<file path="src/rtl/pipelined_addsub.sv">
// rtl/pipelined_addsub.sv - pipelined WIDTH-bit adder/subtractor, CHUNK bits of carry chain per stage
//
// Ports:
//   clk        rising-edge clock
//   rst        synchronous reset, active-high; overrides every other input
//   in_valid   operand set a/b/sub presented
//   in_ready   block can take an operand set this cycle (0 while rst is high)
//   a, b       operands, WIDTH bits
//   sub        0: a+b, 1: a-b (computed as a + ~b + 1)
//   out_valid  result presented on sum/carry/overflow/zero
//   out_ready  consumer takes the result this cycle
//   sum        result modulo 2^WIDTH
//   carry      carry out of the MSB (for subtraction: 1 = no borrow)
//   overflow   two's complement overflow
//   zero       sum is all zeros
//
// WIDTH must be a multiple of CHUNK. STAGES = WIDTH/CHUNK pipeline registers
// sit in front of the output register, so an op accepted at edge t is shown
// after edge t+STAGES when nothing stalls. The whole pipe moves together
// (adv) or holds together; bubbles are not squeezed out.

module pipelined_addsub #(
    parameter int WIDTH = 32,
    parameter int CHUNK = 8
) (
    input  logic             clk,
    input  logic             rst,
    input  logic             in_valid,
    output logic             in_ready,
    input  logic [WIDTH-1:0] a,
    input  logic [WIDTH-1:0] b,
    input  logic             sub,
    output logic             out_valid,
    input  logic             out_ready,
    output logic [WIDTH-1:0] sum,
    output logic             carry,
    output logic             overflow,
    output logic             zero
);

    localparam int STAGES = WIDTH / CHUNK;
    localparam int LAST   = STAGES - 1;
    localparam logic [WIDTH-1:0] SLICE_MASK = WIDTH'({CHUNK{1'b1}});

    // Pipeline register k holds an op whose slices 0..k-1 are already summed
    // and which is waiting for slice k to be added. Register 0 is the capture
    // register: operands with b already inverted for subtraction and cin=sub.
    logic             p_valid [STAGES];
    logic [WIDTH-1:0] p_a     [STAGES];
    logic [WIDTH-1:0] p_b     [STAGES];
    logic [WIDTH-1:0] p_s     [STAGES];
    logic             p_c     [STAGES];

    logic [CHUNK:0]   slice_res [STAGES];
    logic [WIDTH-1:0] nxt_s     [STAGES];

    logic             adv;
    logic [WIDTH-1:0] fin_sum;
    logic             fin_carry;
    logic             fin_ovf;

    assign adv      = !out_valid || out_ready;
    assign in_ready = adv && !rst;

    // One CHUNK-bit add per register; its result is merged into the
    // partially built sum that travels with the op.
    for (genvar k = 0; k < STAGES; k++) begin : g_slice
        assign slice_res[k] = {1'b0, p_a[k][k*CHUNK +: CHUNK]}
                            + {1'b0, p_b[k][k*CHUNK +: CHUNK]}
                            + {{CHUNK{1'b0}}, p_c[k]};
        assign nxt_s[k] = (p_s[k] & ~(SLICE_MASK << (k*CHUNK)))
                        | (WIDTH'(slice_res[k][CHUNK-1:0]) << (k*CHUNK));
    end

    // The last slice is resolved straight into the output register.
    assign fin_sum   = nxt_s[LAST];
    assign fin_carry = slice_res[LAST][CHUNK];
    // p_b already holds the inverted operand for subtraction, so the plain
    // same-sign-in / different-sign-out rule covers both operations.
    assign fin_ovf   = (p_a[LAST][WIDTH-1] == p_b[LAST][WIDTH-1])
                    && (fin_sum[WIDTH-1] != p_a[LAST][WIDTH-1]);

    always_ff @(posedge clk) begin
        if (rst) begin
            for (int k = 0; k < STAGES; k++) begin
                p_valid[k] <= 1'b0;
            end
            out_valid <= 1'b0;
            sum       <= '0;
            carry     <= 1'b0;
            overflow  <= 1'b0;
            zero      <= 1'b0;
        end else if (adv) begin
            p_valid[0] <= in_valid;
            // Operands are only sampled on an accepted edge; a bubble keeps
            // the stale contents, which are never presented as valid.
            if (in_valid) begin
                p_a[0] <= a;
                p_b[0] <= b ^ {WIDTH{sub}};
                p_s[0] <= '0;
                p_c[0] <= sub;
            end
            for (int k = 1; k < STAGES; k++) begin
                p_valid[k] <= p_valid[k-1];
                p_a[k]     <= p_a[k-1];
                p_b[k]     <= p_b[k-1];
                p_s[k]     <= nxt_s[k-1];
                p_c[k]     <= slice_res[k-1][CHUNK];
            end
            out_valid <= p_valid[LAST];
            sum       <= fin_sum;
            carry     <= fin_carry;
            overflow  <= fin_ovf;
            zero      <= (fin_sum == '0);
        end
    end

endmodule

</file>
<file path="config.mk">
export PLATFORM = sky130hd
export DESIGN_NAME = pipelined_addsub
export DESIGN_NICKNAME = d
export VERILOG_FILES = /design/src/rtl/pipelined_addsub.sv
export SDC_FILE = /design/constraint.sdc
export NUM_CORES = 1
export LEC_CHECK = 0
export ABC_AREA = 0
export BUFFER_PORTS_ARGS = -buffer_cell sky130_fd_sc_hd__buf_2
export CORE_ASPECT_RATIO = 1.2
export CORE_MARGIN = 10
export CORE_UTILIZATION = 40
export DETAILED_ROUTE_END_ITERATION = 12
export SYNTH_ARGS = -nofsm -noshare
export SYNTH_HDL_FRONTEND = slang
export SYNTH_SLANG_ARGS = --single-unit
</file>
<file path="constraint.sdc">
create_clock -name clk -period 11.9 [get_ports clk]
set_input_delay 1.785 -clock clk [delete_from_list [all_inputs] [get_ports clk]]
set_output_delay 1.785 -clock clk [all_outputs]
set_load 0.02 [all_outputs]
</file>
Word level (Yosys, flattened, before mapping) --
Memories as Yosys holds them, arrays and structs flattened. A register that Yosys moved wholly into a read port is not among the register bits. Index checks and enable logic that the tools add are counted. W data, S select, Z words.
Storage, ports and cells: output and inout port bits 37, logic and storage cells 47, input port bits 69, bits in registers 35, bits in writable memories 392, memories 5
Memories:
- p_a | words 4, width 32, read ports 4, clocked after Yosys merged registers in 0, write ports 4, line 49 | logic [WIDTH-1:0] p_a [STAGES];
- p_b | words 4, width 32, read ports 4, clocked after Yosys merged registers in 0, write ports 4, line 50 | logic [WIDTH-1:0] p_b [STAGES];
- p_s | words 4, width 32, read ports 4, clocked after Yosys merged registers in 0, write ports 4, line 51 | logic [WIDTH-1:0] p_s [STAGES];
- p_c | words 4, width 1, read ports 4, clocked after Yosys merged registers in 0, write ports 4, line 52 | logic p_c [STAGES];
- p_valid | words 4, width 1, read ports 4, clocked after Yosys merged registers in 1, write ports 4, line 48 | logic p_valid [STAGES];
Cells by class: bitwise logic cells 9, reduce and logical (&&, ||, !) cells 6, mux-type cells 13, add/sub/neg operators 8, eq/ne operators 2
Operator list (count):
- $add A8 B8 Y9 | 4
- $add A9 B1 Y9 | 4
- $logic_not A32 Y1 | 1
- $or A24 B32 Y32 | 1
- $or A32 B16 Y32 | 1
- $or A32 B24 Y32 | 1
- $or A32 B8 Y32 | 1
- $xor A32 B32 Y32 | 1
- $mux W1 | 13
- $or A1 B1 Y1 | 4
- $logic_and A1 B1 Y1 | 2
- $logic_not A1 Y1 | 2
- $eq A1 B1 Y1 | 1
- $logic_or A1 B1 Y1 | 1
- $ne A1 B1 Y1 | 1

Logic depth before layout (Yosys ltp) --
depth after elaboration 6, gate-level depth with buffers 10, mapped depth without buffers 10

Worst setup path before layout --
OpenSTA, ideal clock, no wires.
kind input to register, from in out_ready, to mem p_a[0][0], enable pin, path buffers 2, setup slack 5630 ps, library setup time 429 ps, arrival time 5841 ps, data required time 11471 ps, stages on the path 7, cells stage by stage inv_1 nand2_1 nand2_1 inv_1 buf_2 buf_2 and2_1
RTL lines:
- start, declared | line 34 | input logic out_ready,
- end, declared | line 49

Final worst setup path --
from in out_ready, to out in_ready
Between the ends: longest elaborated chain between the ends 2
RTL lines:
- $logic_or A1 B1 Y1 | line 62 | assign adv = !out_valid || out_ready;
- $logic_and A1 B1 Y1 | line 63 | assign in_ready = adv && !rst;
- end, declared | line 29 | output logic in_ready,
Every way passes these cells.

==> impl_metrics.yaml <==
status:
  status: "finished, final reports clean"
clock_network:
  cts_root_buffer: "clkbuf_16"
  cts_resized: 0
  cts_tree: "yes"
  path_clk_slew_ps: 60
  clk_latency_ps: 500
  numCtsBuffers: 24
  cts_sinks: 252
  post_cts_buffers: 0
  clockBufferDepth: 3
  postCtsHoldBufs: 0
  h-tree-depth: 1
timing:
  hold_viol_final: 0
  max_freq_mhz: 203.7
  fin_crit_ps: 4910
  hold-worst-slack_ps: 415.1
  slew_violations: 0
  finalCritPeriodShare_pct: 41.26
  setup_tns_ps: 0
  setup-violations-final: 0
  maxSlewHeadroom_pct: 33.33
  fin_skew_ps: 10.67
  rsz0062_at_grt: "no"
  worst_pin_slew_ps: 1000
cells_and_area:
  syn2layout_area_growth_pct: 17.55
  final_nets: 754
  final_cell_mix: "edfxtp_1, buf_2, xor2_1"
  fin_util_pct: 48.11
  nFillCells: 1913
  final_common_cell: "edfxtp_1"
  drive_gt1_share_pct: 22.67
  antenna_cells: 0
routing:
  ant_nets: 0
  via_per_inst: 4.561
  wirelength_um: 14650
  num_vias: 4452
  drtPass1Iterations: 4
  drc: 0
  drt_iter0_drc: 203
  drt-wirelength-per-cell_um: 15.01
pwr:
  power.switching_w: 0.0004042
  p_per_area_mw_per_mm2: 174.8
  seq_power_share_pct: 55.6
  swShare_pct: 21.26
  power_w: 0.001901
  ir_worst_vdd_mv: 0.1204
  pwr-share-comb_pct: 7.5
  power.leakage_nw: 4.172
  clkPwrFrac_pct: 36.9
  intPower_w: 0.001497
placement:
  dp_hpwl_um: 10170
  gp_congestion: 0.7237
  io_buffers: 105
logic_synthesis:
  synth_seq_cells: 252
  syn_area_mm2: 0.009249
  syn_area_per_cell_um2: 17.58
  ys.flop_type: "edfxtp_1"
  ys_seq_area_share_pct: 77.92
  syn_inst: 526
  yosysWarningCount: 0
  netlist-cell-type-count: 40
  synth_edf_count: 216
  synthArstFlopShare_pct: 0
  syn_nets: 631
grt:
  grt_max_degree: 104
  antenna_found_initial: 0
  grt_overflow: 0
  grt_pass1_wl_um: 24180
  grt_use_total_pct: 9.706
  first_global_vias: 4648
worst_setup_path:
  worstPathMaxFanout: 103
  critPathKind: "input pin to output pin"
  cp-start-kind: "input pin"
  crit_path_end_kind: "output pin"
  critical_path_arrival_ps: 3120
  crit_required_ps: 10120
  rr_worst_depth: 5
floorplan:
  num_rows: 60
  die_w_um: 158.8
  ios: 106
  die_area_mm2: 0.02963
  core_area_mm2: 0.02260
  dieHeight_um: 186.6
  initial_core_util_pct: 40.93
hold_path:
  hp-class: "flop to flop"
  hold-path-cell-count: 0
flow_run:
  drv_cap: 0
## final cells by class
cell class,instances,area (um^2),area share (%)
clock buffers,32,651.9,5.996
clock inverters,11,80.08,0.7366
inverters,30,117.6,1.082
multi-input cells,233,1879,17.29
flip-flops and latches,252,7207,66.29
well taps,310,387.9,3.568
repair buffers,108,548.0,5.041
## worst paths after layout
check / from / slack (ps) / to
setup / recovery: out_ready / 6990 / in_ready
hold / removal: p_a[1][30] / 420 / p_a[2][30]
setup reg to reg: out_valid / 9360 / p_a[0][26]
hold reg to reg: p_a[1][30] / 420 / p_a[2][30]
## layer usage
layer,vias up,track usage [%],share of wire (%),routed length [um]
met1,2102,13.00,47,6835
met2,118,15.22,46,6716
met3,18,2.309,5.6,813
met5,-,0,0,0
met4,0,3.170,1.9,279
li1,2214,-,-,-
## cell usage after synthesis, types with 6 or more instances
library cell  number  share of area (%)
nor2_1             9               0.37
nor3_1             6               0.32
xor2_1            41                3.9
o21ai_0           12               0.65
a21oi_1           14               0.76
fa_1               8                1.7
nand2_1           21               0.85
xnor2_1           12                1.1
nor2b_1            6               0.41
edfxtp_1         216                 70
dfxtp_1           36                7.8
buf_2              8               0.43
ha_1              28                3.8
inv_1             30                1.2
a22o_1            30                2.8
## logic make-up (layout without fill, tap and decap cells)
family / Yosys count / count (layout) / synth area share [%]
AO/OA/AOI/OAI: 75 / 75 / 5.817
AND/OR/NAND/NOR: 69 / 69 / 3.950
flip-flops: 252 / 252 / 77.92
XOR/XNOR: 53 / 53 / 5.019
buffers and inverters: 41 / 181 / 1.772
adder cells (fa/ha/maj): 36 / 36 / 5.519
## state kept, by name (all words and copies together) (netlist names)
register	cells
carry	1
out_valid	1
overflow	1
p_a	80
p_b	80
p_c	4
p_s	48
p_valid	4
sum	32
zero	1
## power groups by stage
stage	logic [W]	clock network [W]	registers, W
floorplan	0.0000842	0	0.00108
global placement	0.000141	0	0.00107
detailed placement	0.000145	0	0.00108
CTS	0.000146	0.000724	0.00106
global route	0.000160	0.000763	0.00106
finish	0.000142	0.000702	0.00106
## worst max-delay path: stages
cell and delay, ps:
buf_2 80, inv_1 30, nand2_1 80, nand2_1 160, inv_6 610, buf_2 300
## metrics by stage
stage / instances / area (um^2) / setup WS, ps
final: 976 / 10870 / 6990
after global routing: 976 / 10870 / 6889
after CTS: 976 / 10870 / 6984
after detailed placement: 933 / 10140 / 6983
after global placement: 933 / 10140 / 7056
after floorplan: 526 / 9249 / 5630
Note: power is estimated with default switching activity, not from simulation.
